==> src/rtl/irq_pkg.sv <==
// -----------------------------------------------------------------------------
// irq_pkg
// Shared types and constants for the interrupt entry/exit sequencer.
//   irq_state_t    : sequencer FSM states (IDLE, ENTRY, VECTOR, SERVICE)
//   VEC_BASE_DEF   : default address of vector 0
//   VEC_STRIDE_DEF : default byte spacing between vectors
//   ILR_REG        : register-file index of the interrupt link register (r31)
//   vec_addr()     : vector address for a source index, 32-bit wrapping
// -----------------------------------------------------------------------------
package irq_pkg;

  typedef enum logic [1:0] {
    IDLE    = 2'd0,
    ENTRY   = 2'd1,
    VECTOR  = 2'd2,
    SERVICE = 2'd3
  } irq_state_t;

  localparam logic [31:0] VEC_BASE_DEF   = 32'h0000_0010;
  localparam logic [31:0] VEC_STRIDE_DEF = 32'h0000_0004;
  localparam logic [4:0]  ILR_REG        = 5'b11111;

  // base + id * stride, truncated to 32 bits so overflow wraps
  function automatic logic [31:0] vec_addr(input logic [31:0] base,
                                           input logic [31:0] stride,
                                           input logic [31:0] id);
    logic [31:0] offset;
    offset = id * stride;
    return base + offset;
  endfunction

endpackage

==> src/rtl/irq_prio_enc.sv <==
// -----------------------------------------------------------------------------
// irq_prio_enc
// Fixed-priority encoder: the lowest set request index wins.
//   req_i   [NUM_IRQ] : request vector
//   valid_o [1]       : at least one request is set
//   idx_o   [ID_W]    : index of the winning request (0 when none)
// -----------------------------------------------------------------------------
module irq_prio_enc
  import irq_pkg::*;
#(
  parameter int NUM_IRQ = 4,
  parameter int ID_W    = (NUM_IRQ > 1) ? $clog2(NUM_IRQ) : 1
) (
  input  logic [NUM_IRQ-1:0] req_i,
  output logic               valid_o,
  output logic [ID_W-1:0]    idx_o
);

  // scan upward; once a hit is recorded, higher indices are ignored
  always_comb begin
    valid_o = 1'b0;
    idx_o   = '0;
    for (int i = 0; i < NUM_IRQ; i++) begin
      if (req_i[i] && !valid_o) begin
        valid_o = 1'b1;
        idx_o   = ID_W'(i);
      end else begin
        valid_o = valid_o;
      end
    end
  end

endmodule

==> src/rtl/irq_sequencer.sv <==
// -----------------------------------------------------------------------------
// irq_sequencer
// Interrupt entry/exit sequencer for the 5-stage core. Captures rising edges
// on the request lines, arbitrates by fixed priority (lowest index first) and
// walks the pipeline through entry: flush + ILR write, then vector redirect,
// then blocks further entry until the handler's RET is decoded.
//
// Ports:
//   clk, rst            : clock, synchronous active-high reset
//   irq[NUM_IRQ]        : raw request lines (rising edge = request)
//   mask_we, mask_wdata : per-source enable mask write
//   gie_we, gie_wdata   : global interrupt enable write
//   stall               : pipeline stalled this cycle
//   branch_in_flight    : decode resolving a branch this cycle
//   resume_pc[32]       : PC of oldest uncommitted instruction
//   reti                : RET through ILR decoded (pulse)
//   flush               : kill IF/ID/EX contents (ENTRY)
//   ilr_we, ilr_wdata   : ILR (r31) write port (ENTRY)
//   inter, vec_pc       : redirect qualifier and target (VECTOR)
//   irq_ack[NUM_IRQ]    : one-hot acknowledge, first ENTRY cycle only
//   in_service          : handler active (SERVICE)
//   active_id[ID_W]     : index of the source being serviced
// All outputs come straight from registers.
// -----------------------------------------------------------------------------
module irq_sequencer
  import irq_pkg::*;
#(
  parameter int                  NUM_IRQ    = 4,
  parameter logic [31:0]         VEC_BASE   = VEC_BASE_DEF,
  parameter logic [31:0]         VEC_STRIDE = VEC_STRIDE_DEF,
  parameter logic [NUM_IRQ-1:0]  RST_MASK   = '1,
  localparam int                 ID_W       = (NUM_IRQ > 1) ? $clog2(NUM_IRQ) : 1
) (
  input  logic               clk,
  input  logic               rst,
  input  logic [NUM_IRQ-1:0] irq,
  input  logic               mask_we,
  input  logic [NUM_IRQ-1:0] mask_wdata,
  input  logic               gie_we,
  input  logic               gie_wdata,
  input  logic               stall,
  input  logic               branch_in_flight,
  input  logic [31:0]        resume_pc,
  input  logic               reti,
  output logic               flush,
  output logic               ilr_we,
  output logic [31:0]        ilr_wdata,
  output logic               inter,
  output logic [31:0]        vec_pc,
  output logic [NUM_IRQ-1:0] irq_ack,
  output logic               in_service,
  output logic [ID_W-1:0]    active_id
);

  irq_state_t         state_q;

  logic [NUM_IRQ-1:0] irq_q;
  logic [NUM_IRQ-1:0] pending_q;
  logic [NUM_IRQ-1:0] pending_d;
  logic [NUM_IRQ-1:0] mask_q;
  logic [NUM_IRQ-1:0] mask_d;
  logic               gie_q;
  logic               gie_d;

  logic               flush_q;
  logic               ilr_we_q;
  logic [31:0]        ilr_wdata_q;
  logic               inter_q;
  logic [31:0]        vec_pc_q;
  logic [NUM_IRQ-1:0] irq_ack_q;
  logic               in_service_q;
  logic [ID_W-1:0]    active_id_q;

  logic [NUM_IRQ-1:0] edge_s;
  logic [NUM_IRQ-1:0] eligible_s;
  logic [NUM_IRQ-1:0] ack_onehot_s;
  logic               win_valid_s;
  logic [ID_W-1:0]    win_idx_s;
  logic               take_s;

  // edge detect, pending bookkeeping, mask/gie next values
  always_comb begin
    edge_s = irq & ~irq_q;
    // the ack clears its source, but an edge in the same cycle re-arms it
    pending_d = (pending_q & ~irq_ack_q) | edge_s;
    if (mask_we) begin
      mask_d = mask_wdata;
    end else begin
      mask_d = mask_q;
    end
    if (gie_we) begin
      gie_d = gie_wdata;
    end else begin
      gie_d = gie_q;
    end
    // decisions use the registered (pre-write) mask and gie
    eligible_s = pending_q & mask_q & {NUM_IRQ{gie_q}};
  end

  irq_prio_enc #(
    .NUM_IRQ (NUM_IRQ),
    .ID_W    (ID_W)
  ) u_prio (
    .req_i   (eligible_s),
    .valid_o (win_valid_s),
    .idx_o   (win_idx_s)
  );

  // one-hot acknowledge for the winner and the entry condition
  always_comb begin
    for (int i = 0; i < NUM_IRQ; i++) begin
      ack_onehot_s[i] = (win_idx_s == ID_W'(i));
    end
    take_s = win_valid_s && !stall && !branch_in_flight;
  end

  // request capture and software-visible enable registers
  always_ff @(posedge clk) begin
    if (rst) begin
      irq_q     <= '0;
      pending_q <= '0;
      mask_q    <= RST_MASK;
      gie_q     <= 1'b0;
    end else begin
      irq_q     <= irq;
      pending_q <= pending_d;
      mask_q    <= mask_d;
      gie_q     <= gie_d;
    end
  end

  // sequencer FSM with registered outputs
  always_ff @(posedge clk) begin
    if (rst) begin
      state_q      <= IDLE;
      flush_q      <= 1'b0;
      ilr_we_q     <= 1'b0;
      ilr_wdata_q  <= 32'h0000_0000;
      inter_q      <= 1'b0;
      vec_pc_q     <= 32'h0000_0000;
      irq_ack_q    <= '0;
      in_service_q <= 1'b0;
      active_id_q  <= '0;
    end else begin
      // ack is a single pulse; it is only re-raised on the IDLE->ENTRY edge
      irq_ack_q <= '0;
      case (state_q)
        IDLE: begin
          if (take_s) begin
            state_q     <= ENTRY;
            flush_q     <= 1'b1;
            ilr_we_q    <= 1'b1;
            ilr_wdata_q <= resume_pc;
            active_id_q <= win_idx_s;
            irq_ack_q   <= ack_onehot_s;
          end else begin
            state_q <= IDLE;
          end
        end
        ENTRY: begin
          if (stall) begin
            state_q <= ENTRY;
          end else begin
            state_q  <= VECTOR;
            flush_q  <= 1'b0;
            ilr_we_q <= 1'b0;
            inter_q  <= 1'b1;
            vec_pc_q <= vec_addr(VEC_BASE, VEC_STRIDE, 32'(active_id_q));
          end
        end
        VECTOR: begin
          if (stall) begin
            state_q <= VECTOR;
          end else begin
            state_q      <= SERVICE;
            inter_q      <= 1'b0;
            in_service_q <= 1'b1;
          end
        end
        SERVICE: begin
          if (reti) begin
            state_q      <= IDLE;
            in_service_q <= 1'b0;
          end else begin
            state_q <= SERVICE;
          end
        end
        default: begin
          state_q      <= IDLE;
          flush_q      <= 1'b0;
          ilr_we_q     <= 1'b0;
          inter_q      <= 1'b0;
          in_service_q <= 1'b0;
        end
      endcase
    end
  end

  assign flush      = flush_q;
  assign ilr_we     = ilr_we_q;
  assign ilr_wdata  = ilr_wdata_q;
  assign inter      = inter_q;
  assign vec_pc     = vec_pc_q;
  assign irq_ack    = irq_ack_q;
  assign in_service = in_service_q;
  assign active_id  = active_id_q;

endmodule

==> config.mk <==
export PLATFORM = sky130hd
export DESIGN_NAME = irq_sequencer
export DESIGN_NICKNAME = d
export VERILOG_FILES = /design/src/rtl/irq_pkg.sv /design/src/rtl/irq_prio_enc.sv /design/src/rtl/irq_sequencer.sv
export SDC_FILE = /design/constraint.sdc
export NUM_CORES = 1
export LEC_CHECK = 0
export CORE_UTILIZATION = 45
export DETAILED_ROUTE_END_ITERATION = 8
export DONT_BUFFER_PORTS = 1
export PLACE_DENSITY_LB_ADDON = 0.05
export SETUP_SLACK_MARGIN = 0.05
export SYNTH_ARGS = -nofsm -noshare
export SYNTH_HDL_FRONTEND = slang
export SYNTH_SLANG_ARGS = --single-unit
==> constraint.sdc <==
create_clock -name clk -period 1.6 [get_ports clk]
set_input_delay 0.32 -clock clk [delete_from_list [all_inputs] [get_ports clk]]
set_output_delay 0.32 -clock clk [all_outputs]
set_load 0.03 [all_outputs]
### After elaboration in Yosys (flattened, before gate mapping)

Index checks and enable logic that the tools add are counted.

| word-level totals | value |
|---|---|
| flip-flop bits (word level) | 88 |
| bits of input ports | 48 |
| word-level logic and storage cells | 73 |

| cells by class | value |
|---|---|
| add/sub/neg operators | 1 |
| eq/ne operators | 10 |
| multiplexer cells | 19 |
| bitwise operators | 10 |
| reductions and logical operators | 21 |

Operator list:

| operator | count |
|---|---|
| $and A4 B4 Y4 | 4 |
| $mux W1 | 11 |
| $reduce_and A3 Y1 | 3 |
| $eq A2 B2 Y1 const B | 4 |
| $mux W2 | 4 |
| $ne A2 B2 Y1 const B | 4 |
| $not A4 Y4 | 2 |
| $pmux W2 S4 | 1 |
| $add A5 B4 Y6 const A | 1 |
| $pmux W1 S2 | 3 |
| $reduce_bool A2 Y1 | 3 |
| $logic_and A1 B1 Y1 | 5 |
| $logic_not A1 Y1 | 5 |
| $eq A2 B1 Y1 const B | 2 |
| $logic_not A2 Y1 | 2 |
| $or A4 B4 Y4 | 1 |
| $reduce_and A2 Y1 | 2 |
| $not A1 Y1 | 3 |
| $reduce_or A3 Y1 | 1 |

### Depth between registers and ports, before layout

Gate-level depths: netlist of the first run.

| depth | value |
|---|---|
| depth after elaboration | 16 |
| gate-level depth with buffers | 6 |

### Hierarchy

From an unflattened synthesis of the first run, not the netlist that was laid out.

| second synthesis, totals | value |
|---|---|
| cells, all modules | 316 |
| area total of the unflattened synthesis | 2721.4 µm² |

Modules (own cells, without submodules):

| module | times used | cells an instance | area each (µm²) | sequential area each (µm²) |
|---|---|---|---|---|
| irq_sequencer | 1 | 309 | 2686.3 | 1181.1 |
| irq_prio_enc | 1 | 7 | 35.0 | 0.0 |

### Worst setup path before layout of the first run

Ideal clock, no wire load.

| timing path | value |
|---|---|
| kind | register to register |
| start point | reg state_q[1] |
| end point | reg ilr_wdata_q[10] (netlist: ilr_wdata[10]) |
| setup time | 0.072 ns |
| data arrival time | 1.366 ns |
| data required time | 1.528 ns |
| setup slack | 0.163 ns |
| cell stages (with the launch flop) | 7 |
| path buffers | 3 |
| clock period less this slack | 1.437 ns |
| path through | dfxtp_1 > buf_6 > nor4_4 > o211a_1 > buf_6 > buf_12 > mux2i_1 |

| on the way | value |
|---|---|
| longest elaborated chain between the ends | 2 |

Ends and longest elaborated chain:

| what | RTL line | RTL |
|---|---|---|
| start, declared | irq_sequencer.sv:55 | `irq_state_t state_q;` |
| start signal, assigned | irq_sequencer.sv:135 | `state_q <= IDLE;` |
| start signal, assigned | irq_sequencer.sv:150 | `state_q <= ENTRY;` |
| start signal, assigned | irq_sequencer.sv:157 | `state_q <= IDLE;` |
| $logic_not A2 Y1 | irq_sequencer.sv:147 | `case (state_q)` |
| $reduce_and A2 Y1 (no source line) | -- |  |
| end signal, assigned | irq_sequencer.sv:153 | `ilr_wdata_q <= resume_pc;` |
| end, declared | irq_sequencer.sv:67 | `logic [31:0] ilr_wdata_q;` |

No other way between the ends.
A chain may end at the register's enable or synchronous reset.

### Worst setup path in the final report of the first run

| timing path | value |
|---|---|
| start point | reg state_q[0] |
| end point | reg irq_ack_q[1] (netlist: irq_ack[1]) |

| on the way | value |
|---|---|
| longest elaborated chain between the ends | 3 |

Ends and longest elaborated chain:

| what | RTL line | RTL |
|---|---|---|
| $logic_not A2 Y1 | irq_sequencer.sv:147 |  |
| $not A1 Y1 (no source line) | -- |  |
| $reduce_or A3 Y1 (no source line) | -- |  |
| end signal, assigned | irq_sequencer.sv:155 | `irq_ack_q <= ack_onehot_s;` |
| end, declared | irq_sequencer.sv:70 | `logic [NUM_IRQ-1:0] irq_ack_q;` |

No other way between the ends.

==> results of run 1 <==
worst max-delay path by stage:
stage | depth (start not counted) | slack, ns | to | start
final | 4 | 0.14 | irq_ack[1] | state_q[0]
after global routing | 4 | 0.04 | irq_ack[1] | state_q[0]
after CTS | 4 | 0.11 | ilr_wdata[8] | state_q[0]
after detailed placement | 4 | 0.13 | ilr_wdata[8] | state_q[0]
after global placement | 4 | 0.17 | ilr_wdata[9] | state_q[0]
after floorplan | 6 | 0.16 | ilr_wdata[10] | state_q[1]
logic make-up after synthesis:
logic type | Yosys count | synth area share
simple gates | 105 | 0.234
compound gates | 30 | 0.0767
mux | 34 | 0.125
other cells | 1 | 0.00138
buf+inv | 46 | 0.128
flops | 59 | 0.434
where the power goes:
group          switching (mW)  total [mW]  internal (mW)
sequential             0.0618        1.57           1.51
clock                   0.569        1.65           1.08
combinational           0.152       0.251         0.0989
cells in the mapped netlist, types with 2 or more instances:
master / count / area share
a21oi_1: 11 / 0.020
a311oi_1: 2 / 0.0064
buf_4: 30 / 0.083
a211o_1: 4 / 0.013
buf_6: 2 / 0.0083
buf_12: 3 / 0.022
o21ai_0: 3 / 0.0055
nand2_1: 12 / 0.017
nor2b_1: 9 / 0.021
mux2i_1: 33 / 0.12
a22o_1: 2 / 0.0064
clkbuf_1: 10 / 0.014
nand2b_1: 73 / 0.17
nor2_1: 5 / 0.0069
dfxtp_1: 59 / 0.43
placed cells by master, fill, tap and decap left out, types with 2 or more instances in the layout:
master,netlist,layout
mux2i_1,33,33
dfxtp_1,59,59
o21ai_0,3,3
a22o_1,2,2
nand2_1,12,12
nand2b_1,73,73
a311oi_1,2,2
a211o_1,4,4
clkbuf_1,10,2
nor2_1,5,5
clkbuf_8,0,10
nor2b_1,9,9
buf_4,30,4
conb_1,1,29
bufinv_16,0,3
a21oi_1,11,11
layout make-up:
cell class / count / area [um2] / area share
inverters: 1 / 3.75 / 0.00130
clock buffers: 12 / 145 / 0.0503
flip-flops and latches: 59 / 1180 / 0.410
repair buffers: 6 / 61.3 / 0.0213
clock inverters: 4 / 97.6 / 0.0338
multi-input cells: 198 / 1310 / 0.452
well taps: 72 / 90.1 / 0.0312
sequential cells by signal, indices dropped and copies added (netlist names):
name and cells:
ilr_we 1, ilr_wdata 32, state_q 2, active_id 2, irq_ack 4, inter 1
in_service 1, pending_q 4, gie_q 1, irq_q 4, mask_q 4, vec_pc 3
routing by layer:
metal	vias up	track usage	share of wire
met3	10	0.0697	0.10
met2	71	0.239	0.43
met4	0	0.0911	0.021
met5	-	0	0
met1	751	0.182	0.44
li1	850	-	-
metrics by stage:
stage,cell area [um2],std cells,total power [mW],worst slack [ns],hold WS [ns]
floorplan,2830,303,1.90,0.163,0.438
global placement,2630,336,1.85,0.171,0.395
detailed placement,2630,336,1.85,0.131,0.397
CTS,2870,352,3.52,0.115,0.0359
global route,2880,352,3.61,0.0398,0.0392
finish,2880,352,3.47,0.144,0.0547
what timing repair did:
action                     4_1_cts  5_1_grt
gates resized for setup          0        2
hold buffers                     0        0
setup endpoints to repair        0        5
==> impl_results.md, run 1 <==
- Outcome: finished, final reports clean
- First-pass GRT wire length: 7530 um
- Die height: 79.8 um
- Initial core utilization: 0.480
- Crit-path max cell delay: 0.37 ns
- Routability cong.: 0.718
- Total Wirelength: 4800 um
- Num rows: 27
- Utilization after layout: 0.508
- RSZ-0062 raised after global routing: yes
- Grt total ovfl: 0
- Num CTS Buffers: 9
- Clk_skew: 0.00705 ns
- Final setup TNS: 0 ns
- Least-Margin Pin Slew: 0.599 ns
- GRT Total Usage: 0.157
- Critical path class: flip-flop to flip-flop
- Worst-skew pair later-pin latency: 0.33 ns
- Power per cell area: 1200 mW/mm2
- Initial antenna violation count: 0
- Fmax: 687 MHz
- Hold Path End: pending_q[0]
- Diodes inserted: 0
- Final Cycle Share: 0.910
- Top-level port count: 122
- Post-synth EDFFs: 0
- Syn_area_per_cell: 9.90 um2
- Critical-path maximum fanout: 7
- Share of cells above drive strength 1: 0.0893
- DRT iter0 DRCs: 53
- Largest net degree at the start of global routing: 89
- Asr flop ratio synth: 0
- DRC Markers: 0
- Reg2reg start: state_q[0]
- Main flop type after synthesis: dfxtp_1
- Syn-to-layout area delta: 5.93%
- # port buffers: 0
- Postcts setup bufs: 0
- Critical path's top delay family: simple AND/OR/NAND/NOR gates
- #FFs+latches synth: 59
- Vias/cell: 4.78
- H-tree level count: 3
- Hold path start: rst
- Synth warn: 0
- HPWL Detailed: 3210 um
- Root buffer cell: clkbuf_8
- Die W: 79.8 um
- CP startpoint kind: flip-flop
- Crit path buf inv count: 1
- Post-layout min period: 1.46 ns
- Clock-pin slew on the worst setup and hold paths: 0.07 ns
- Register area share after synthesis: 0.434
- Reg-to-Reg End: irq_ack[1]
- Pre-antenna DRT Iters: 4
- Final Hold Viols: 0
- Fin. max-slew vios: 0
- Reg2reg setup slack: 0.14 ns
- Cell Chain, Critical Path: nor4_4 -> buf_4 -> nand3b_1 -> nor4bb_1
- Hold Path Cell Cnt: 1
- CTS tree: done
- Reg2Reg Depth: 4
- Leak pwr: 1.05 nW
- Slowest CP cell: dfxtp_1
- Setup crit end kind: flip-flop
- Sink Count: 59
- Core Region: 0.00568 mm2
- Total number of vias: 1,682
- Slew margin rel.: 0.600
- Post-Synthesis Cells: 275
- Syn Std Cell Area: 0.00272 mm2
- CP Data Arrival Time: 1.68 ns
- Vias in the first global route: 1,646
- Fill count: 557
- Max VDD drop: 676 uV
- Max cap viols: 0
- Bufs on Longest Clock Path: 2
- Die ar.: 0.00637 mm2
- Hold WC Path Type: input pin to flip-flop
- Final setup vio count: 0
- Final ANT Viol Nets: 0
- Critical Path RT: 1.83 ns
- Routed length per instance: 13.6 um
- Final net count: 323
- Unique cell type count in the Yosys netlist: 32
No activity file was read; power rests on OpenSTA's default activity.
==> run 2: changes to the inputs <==
SKIP_LAST_GASP = 1   (was unset)
==> results of run 2 <==
No change in the layout: final DEF, timing and power equal those of run 1.
==> run 3: changes to the inputs <==
PLACE_DENSITY = 0.64   (was unset)
PLACE_DENSITY_LB_ADDON = unset   (was 0.05)
==> run 3 against run 2 <==
  * Clock-buffer cell count increased by 3
  * Sequential share of layout area increased by 0.76 points
  * Largest power group is now sequential cells
  * Routed wire length decreased by 2.2%
==> impl_results.md, run 3 (synthesis gave the netlist of run 1 again) <==
- Outcome: finished, final reports clean
- Critical Path RT: 1.85 ns
- Vias in the first global route: 1,524
- Die height: 79.8 um
- Num CTS Buffers: 9
- Hold WC Path Type: input pin to flip-flop
- Crit-path max cell delay: 0.39 ns
- Power per cell area: 1090 mW/mm2
- Syn-to-layout area delta: 4.00%
- Worst setup path end: ilr_wdata[19]
- Routed length per instance: 13.4 um
- Critical path's top delay family: simple AND/OR/NAND/NOR gates
- Num rows: 27
- Initial core utilization: 0.480
- Reg2Reg Depth: 4
- HPWL Detailed: 3010 um
- Leak pwr: 1.03 nW
- # port buffers: 0
- Core Region: 0.00568 mm2
- Reg2reg start: state_q[0]
- CP startpoint: state_q[0]
- Setup crit end kind: flip-flop
- Postcts setup bufs: 0
- Worst path depth: 4
- Slowest CP cell: nor4_4
- Post-DP Area: 0.00261 mm2
- Die ar.: 0.00637 mm2
- Total number of vias: 1,676
- Post-layout min period: 1.45 ns
- DRT iter0 DRCs: 35
- Final setup TNS: 0 ns
- CP startpoint kind: flip-flop
- Hold path start: rst
- Final Cycle Share: 0.903
- Max cap viols: 0
- GRT Total Usage: 0.149
- H-tree level count: 3
- Least-Margin Pin Slew: 0.606 ns
- Critical-path maximum fanout: 17
- Final Hold Viols: 0
- Sink Count: 59
- Initial antenna violation count: 0
- Final setup vio count: 0
- CTS tree: done
- Final ANT Viol Nets: 0
- Largest net degree at the start of global routing: 89
- Grt total ovfl: 0
- First-pass GRT wire length: 7070 um
- Root buffer cell: clkbuf_8
- Critical path class: flip-flop to flip-flop
- Most common cell after layout, fill and taps aside: nand2b_1
- Fmax: 692 MHz
- Die W: 79.8 um
- Crit path buf inv count: 1
- Top-level port count: 122
- Fin. max-slew vios: 0
- CP Data Arrival Time: 1.70 ns
- Max VDD drop: 596 uV
- Final net count: 321
- Commonest cells after routing, fill and taps aside: nand2b_1, dfxtp_1, mux2i_1, conb_1, clkbuf_8
- Routability cong.: 0.735
- Cell Chain, Critical Path: nor4_4 -> o211a_4 -> buf_12 -> mux2i_1
- Post-layout instance area: 0.00283 mm2
- Vias/cell: 4.79
- Reg-to-Reg End: ilr_wdata[19]
- Max FFs per register: 32
- Hold Path Cell Cnt: 1
- DRC Markers: 0
- Clk_skew: 0.00499 ns
- Worst-skew pair later-pin latency: 0.33 ns
- Slew margin rel.: 0.596
- RSZ-0062 raised after global routing: no
- Total Wirelength: 4700 um
- Clock-pin slew on the worst setup and hold paths: 0.06 ns
- Diodes inserted: 0
- Pre-antenna DRT Iters: 4
- Hold_buf cts: 0
- Bufs on Longest Clock Path: 2
- Reg2reg setup slack: 0.15 ns
- Share of cells above drive strength 1: 0.0827
==> run 3: changes by cell type in the layout (fill, tap and decap cells not counted), sizes merged <==
cell,before,now
buf,6,3
clkbuf,12,16
bufinv,3,0
clkinv,0,1
clkinvlp,1,0
==> run 3: timing repair <==
action	4_1_cts	5_1_grt
resized for setup	0	1
endpoints found under the setup margin	1	32
cloned	0	1
==> run 3: area by class of cell <==
type                            count  area, um2
Multi-Input combinational cell    198       1310
Inverter                            1       3.75
Tap cell                           72       90.1
Fill cell                         545       2840
Clock buffer                       15        186
Sequential cell                    59       1180
Timing Repair Buffer                4       60.1
Clock inverter                      1       5.00
==> run 3: how the worst min path moves through the flow <==
stage                              end  slack (ns)
after global placement          ilr_we        0.40
after detailed placement        ilr_we        0.40
after global routing      pending_q[1]        0.03
after CTS                        inter        0.04
after floorplan              mask_q[0]        0.44
final                     pending_q[1]        0.07
==> run 3: metrics by stage <==
stage                     worst slack, ns  power (mW)  hold WS [ns]  std cells  utilization
final                               0.154        3.07        0.0668        350        0.499
after global routing               0.0522        3.24        0.0275        350        0.499
after CTS                          0.0389        3.12        0.0412        349        0.493
after detailed placement           0.0526        1.84         0.398        333        0.459
after global placement              0.118        1.84         0.397        333        0.459
after floorplan                     0.163        1.90         0.438        303            -
==> run 3: where the power goes <==
part | leakage, nW | switching, mW | internal [mW]
registers | 0.479 | 0.0645 | 1.51
clock network | 0.0997 | 0.527 | 0.730
logic | 0.448 | 0.148 | 0.0940
total | 1.03 | 0.740 | 2.33
==> run 3: layer usage <==
metal,vias up,routed length (um),GRT usage
met5,-,0,0
met4,0,38,0.0482
met3,6,507,0.0937
met2,79,2100,0.235
met1,744,2050,0.162
li1,847,-,-
